===== src/rtl/estacao_vedacao.sv =====
// Cork-sealing station controller: withdraws one cork per bottle, drives the seal
// actuator for SEAL_CYCLES, releases the bottle and keeps a two-digit BCD count.
module estacao_vedacao #(
  parameter int SEAL_CYCLES = 4
) (
  input  logic       clk,
  input  logic       reset,
  input  logic       garrafa_pos,
  input  logic       CR,
  input  logic       BZ,
  input  logic       refill_ok,
  output logic       pega_rolha,
  output logic       vedar,
  output logic       libera,
  output logic       reabastecer,
  output logic       alarme_cr,
  output logic       parado,
  output logic [3:0] unidades_vedadas,
  output logic [3:0] dezenas_vedadas
);

  typedef enum logic [2:0] {
    IDLE    = 3'd0,
    PEGA    = 3'd1,
    VEDA    = 3'd2,
    LIBERA  = 3'd3,
    ESPERA  = 3'd4,
    REABAST = 3'd5,
    ASSENTA = 3'd6
  } state_t;

  localparam logic [3:0] SEAL_LAST = 4'(SEAL_CYCLES - 1);

  state_t     state_r;
  state_t     state_next_s;
  logic       prev_r;
  logic       rise_s;
  logic       pendente_r;
  logic       pendente_next_s;
  logic [3:0] timer_r;
  logic [3:0] timer_next_s;
  logic [7:0] count_r;

  // Two-digit BCD increment; 99 wraps to 00 and no digit ever exceeds 9.
  function automatic logic [7:0] bcd_inc(input logic [7:0] value);
    logic [3:0] units;
    logic [3:0] tens;
    units = value[3:0];
    tens  = value[7:4];
    if (units >= 4'd9) begin
      units = 4'd0;
      if (tens >= 4'd9) begin
        tens = 4'd0;
      end else begin
        tens = tens + 4'd1;
      end
    end else begin
      units = units + 4'd1;
    end
    return {tens, units};
  endfunction

  assign rise_s = garrafa_pos & ~prev_r;

  // Next-state, seal timer and pending-bottle decode.
  always_comb begin
    state_next_s    = state_r;
    timer_next_s    = 4'd0;
    pendente_next_s = pendente_r;
    case (state_r)
      IDLE: begin
        // An empty tray wins over any bottle request so PEGA never runs dry.
        if (BZ) begin
          state_next_s = ESPERA;
        end else if (rise_s | pendente_r) begin
          state_next_s = PEGA;
        end else if (refill_ok & alarme_cr) begin
          state_next_s = REABAST;
        end else begin
          state_next_s = IDLE;
        end
      end
      PEGA: begin
        state_next_s = VEDA;
      end
      VEDA: begin
        if (timer_r == SEAL_LAST) begin
          state_next_s = LIBERA;
        end else begin
          timer_next_s = timer_r + 4'd1;
        end
      end
      LIBERA: begin
        state_next_s = IDLE;
      end
      ESPERA: begin
        if (refill_ok) begin
          state_next_s = REABAST;
        end else begin
          state_next_s = ESPERA;
        end
      end
      REABAST: begin
        state_next_s = ASSENTA;
      end
      ASSENTA: begin
        state_next_s = IDLE;
      end
      default: begin
        state_next_s = IDLE;
      end
    endcase

    // A rise that directly starts service is consumed; otherwise it is remembered once.
    if (state_next_s == PEGA) begin
      pendente_next_s = 1'b0;
    end else if (rise_s) begin
      pendente_next_s = 1'b1;
    end else begin
      pendente_next_s = pendente_r;
    end
  end

  // State, edge detector, counter and registered Moore outputs.
  always_ff @(posedge clk) begin
    if (!reset) begin
      state_r     <= IDLE;
      prev_r      <= 1'b0;
      pendente_r  <= 1'b0;
      timer_r     <= 4'd0;
      count_r     <= 8'h00;
      alarme_cr   <= 1'b0;
      pega_rolha  <= 1'b0;
      vedar       <= 1'b0;
      libera      <= 1'b0;
      reabastecer <= 1'b0;
      parado      <= 1'b0;
    end else begin
      state_r     <= state_next_s;
      prev_r      <= garrafa_pos;
      pendente_r  <= pendente_next_s;
      timer_r     <= timer_next_s;
      alarme_cr   <= CR;
      pega_rolha  <= (state_next_s == PEGA);
      vedar       <= (state_next_s == VEDA);
      libera      <= (state_next_s == LIBERA);
      reabastecer <= (state_next_s == REABAST);
      parado      <= (state_next_s == ESPERA);
      if (state_r == LIBERA) begin
        count_r <= bcd_inc(count_r);
      end else begin
        count_r <= count_r;
      end
    end
  end

  assign unidades_vedadas = count_r[3:0];
  assign dezenas_vedadas  = count_r[7:4];

endmodule


===== config.mk =====
export PLATFORM = sky130hd
export DESIGN_NAME = estacao_vedacao
export DESIGN_NICKNAME = d
export VERILOG_FILES = /design/src/rtl/estacao_vedacao.sv
export SDC_FILE = /design/constraint.sdc
export NUM_CORES = 1
export LEC_CHECK = 0
export CAP_MARGIN = 25
export CORE_MARGIN = 2
export CORE_UTILIZATION = 49
export CTS_CLUSTER_DIAMETER = 30
export CTS_CLUSTER_SIZE = 24
export DETAILED_ROUTE_END_ITERATION = 8
export PLACE_DENSITY = 0.77
export SLEW_MARGIN = 20
export SYNTH_ARGS = -nofsm -noshare
export SYNTH_HDL_FRONTEND = slang
export SYNTH_SLANG_ARGS = --single-unit
export TNS_END_PERCENT = 10

===== constraint.sdc =====
create_clock -name clk -period 1.8 [get_ports clk]
set_input_delay 0.36 -clock clk [delete_from_list [all_inputs] [get_ports clk]]
set_output_delay 0.36 -clock clk [all_outputs]
set_load 0.1 [all_outputs]

==> flow_metrics.tcl <==
set metrics [dict create \
    outcome "finished, final reports clean" \
    critPathLaunchType "register" \
    r2r-start "count_r[1]$_SDFFE_PN0N_" \
    cap_violations 0 \
    ys_seq_area_frac 0.455 \
    grt_max_degree 13 \
    setup_viol 0 \
    dp_hpwl_mm 1.55 \
    leakagePower_nw 0.566 \
    synth.area.top_cells "dfxtp_1 45%, ha_1 8.7%, nor2_1 6.3%, inv_1 3.3%, buf_6 3.3%" \
    ys_seq_elements 23 \
    initial_core_util 0.516 \
    ys_warn_count 0 \
    vias_per_cell 5.25 \
    hold_slack_ns 0.464 \
    rsz0062_at_grt "false" \
    rows 16 \
    hold_class "reg2reg" \
    reg2reg_depth 5 \
    vdd.ir_drop.worst_v 0.000594 \
    syn-cell-area_um2 1010 \
    core_um2 1960 \
    relSlewSlack 0.657 \
    seq_area_um2 468 \
    fmaxAchievable_mhz 640 \
    io_pins 20 \
    cts_buffer_depth 2 \
    chipHeight_um 49.5 \
    reg2reg_to "count_r[7]$_SDFFE_PN0P_" \
    gr-usage-all-layers 0.185 \
    hold_viol 0 \
    grt.overflow.total 0 \
    cts_max_level 1 \
    synth_cell_types 32 \
    layout_min_cycle_time_ns 1.56 \
    top_regs "count_r: 8 flops, timer_r: 4 flops, state_r: 3 flops" \
    power_density_nw_per_um2 690 \
    yosysMostFrequentCell "dfxtp_1" \
    area_delta_synth_final_pct 36.7 \
    post_cts_buffers 0 \
    cts.sink_count 23 \
    largest_reg_flops 8 \
    grt.busiest_layer "met2" \
    ant_nets 0 \
    clock_tree.root_cell "clkbuf_4" \
    place_congestion 0.793 \
    use_met3 0.0455 \
    hold_buffers 0 \
    regMostFlops "count_r" \
    grt_antenna_before_repair 0 \
    worstPathRequired_ns 2.01 \
    netlist_top_cells_count "23 x dfxtp_1, 17 x nor2_1, 9 x inv_1, 7 x ha_1, 6 x nand2_1" \
    synth_nets 120 \
    ys.flop_type "dfxtp_1" \
    setup_ws_ns 0.237 \
    use_met1 0.206 \
    fin_crit_sh 0.868 \
    path_clk_slew_ns 0.12 \
    endpoint "count_r[7]$_SDFFE_PN0P_" \
    insertion_delay_ns 0.31 \
    die_x_um 49.5 \
    wire_per_inst_um 13.3 \
    dr.pass1.iters 4 \
    fill_cells 165 \
    wirelength_mm 2.06 \
    cts_resized 0 \
    instances_no_fill 155 \
    critPathLaunch "count_r[1]$_SDFFE_PN0N_" \
    num_vias 814 \
    cts_tree "yes" \
    drtIter0Drc 23 \
    critPathKind "reg2reg" \
    cts_buffers 3 \
    yosysTopAreaCell "dfxtp_1" \
    grt_pass1_wl_mm 3.53 \
    dp.cells 151 \
    synthCells 107 \
    groute.layer.met2.usage 0.333 \
    drc_errors 0 \
    dieArea_um2 2450 \
    synth_edf_count 0 \
    multi_input_area_um2 484 \
    layout.nets 142 \
    worstMarginPinSlew_ns 0.510 \
    ys_async_sr_fraction 0 \
    pre_cts_ws_ns 0.205 \
    finalMaxSlewViolations 0 \
    io_buffers 19 \
    worst-endpoint-arrival_ns 1.77 \
    drive_gt1_frac 0.203 \
    path_max_fanout 7 \
    worst_clock_skew_ns 0.00675 \
    r2r_slack_ns 0.24 \
    tns_ns 0 \
    synth_area_per_cell_um2 9.46 \
    diodes 0 \
    cp-end-kind "register" \
    synth_top_area_share 0.455 \
    grt_pass1_vias 822 \
]
## critical path, stage by stage, from the launching register on
cell and delay [ns]:
dfxtp_4 0.40, inv_1 0.07, ha_1 0.22, o311ai_4 0.41, nor2_1 0.10, o221a_2 0.27
## worst min-delay path by stage
| stage | cells past startpoint | slack [ns] | start | end |
|---|---|---|---|---|
| after global placement | 1 | 0.43 | timer_r[0]$_SDFF_PP0_ | timer_r[0]$_SDFF_PP0_ |
| after CTS | 1 | 0.47 | timer_r[0]$_SDFF_PP0_ | timer_r[0]$_SDFF_PP0_ |
| after detailed placement | 1 | 0.45 | timer_r[0]$_SDFF_PP0_ | timer_r[0]$_SDFF_PP0_ |
| final | 1 | 0.46 | timer_r[0]$_SDFF_PP0_ | timer_r[0]$_SDFF_PP0_ |
| after global routing | 1 | 0.48 | timer_r[0]$_SDFF_PP0_ | timer_r[0]$_SDFF_PP0_ |
| after floorplan | 1 | 0.42 | timer_r[0]$_SDFF_PP0_ | timer_r[0]$_SDFF_PP0_ |
## stage by stage
step            util  power (W)  instance area [um2]
3_5_place_dp   0.692   0.000727                 1360
5_1_grt        0.705   0.000990                 1380
2_1_floorplan      -   0.000667                 1020
4_1_cts        0.705   0.000957                 1380
3_3_place_gp   0.692   0.000723                 1360
6_report       0.705   0.000955                 1380
## layout by cell type, fill, tap and decap left out, types with 2 or more instances in the layout
master / synthesis / routed
a21oi_1: 4 / 4
and2_1: 2 / 2
buf_12: 0 / 14
clkbuf_4: 0 / 3
clkdlybuf4s50_1: 0 / 5
dfxtp_1: 23 / 19
dfxtp_2: 0 / 3
ha_1: 7 / 7
inv_1: 9 / 9
nand2_1: 6 / 6
nand2b_1: 2 / 2
nand3_1: 5 / 5
nor2_1: 17 / 17
nor2b_1: 2 / 2
nor3b_1: 2 / 2
o21ai_1: 3 / 3
o31ai_1: 2 / 2
xnor2_1: 2 / 2
xor2_1: 2 / 2
## routing by layer
layer / part of all wire / wire (um) / vias up
met5: 0 / 0 / -
met4: 0.025 / 52 / 0
met3: 0.041 / 85 / 8
met2: 0.50 / 1040 / 25
met1: 0.43 / 886 / 378
li1: - / - / 403
## final cells by class
| cell class | count | share of cell area |
|---|---|---|
| Multi-Input combinational cell | 72 | 0.350 |
| Sequential cell | 23 | 0.338 |
| Tap cell | 27 | 0.0244 |
| Inverter | 9 | 0.0244 |
| Clock buffer | 4 | 0.0190 |
| Timing Repair Buffer | 20 | 0.244 |
## kinds of logic after synthesis
family | after synthesis | synth area share
adders and majority gates | 7 | 0.0865
AOI/OAI and AO/OA | 18 | 0.140
xor gates and xnor gates | 4 | 0.0346
DFF | 23 | 0.455
buffers and inverters | 12 | 0.0667
and+or+nand+nor | 43 | 0.218
## where the power goes
part           switching (W)  internal [W]
logic               0.000105     0.0000655
clock network       0.000149     0.0000865
registers          0.0000221      0.000527
total               0.000276      0.000679
Power figures use the tool's default switching activity.
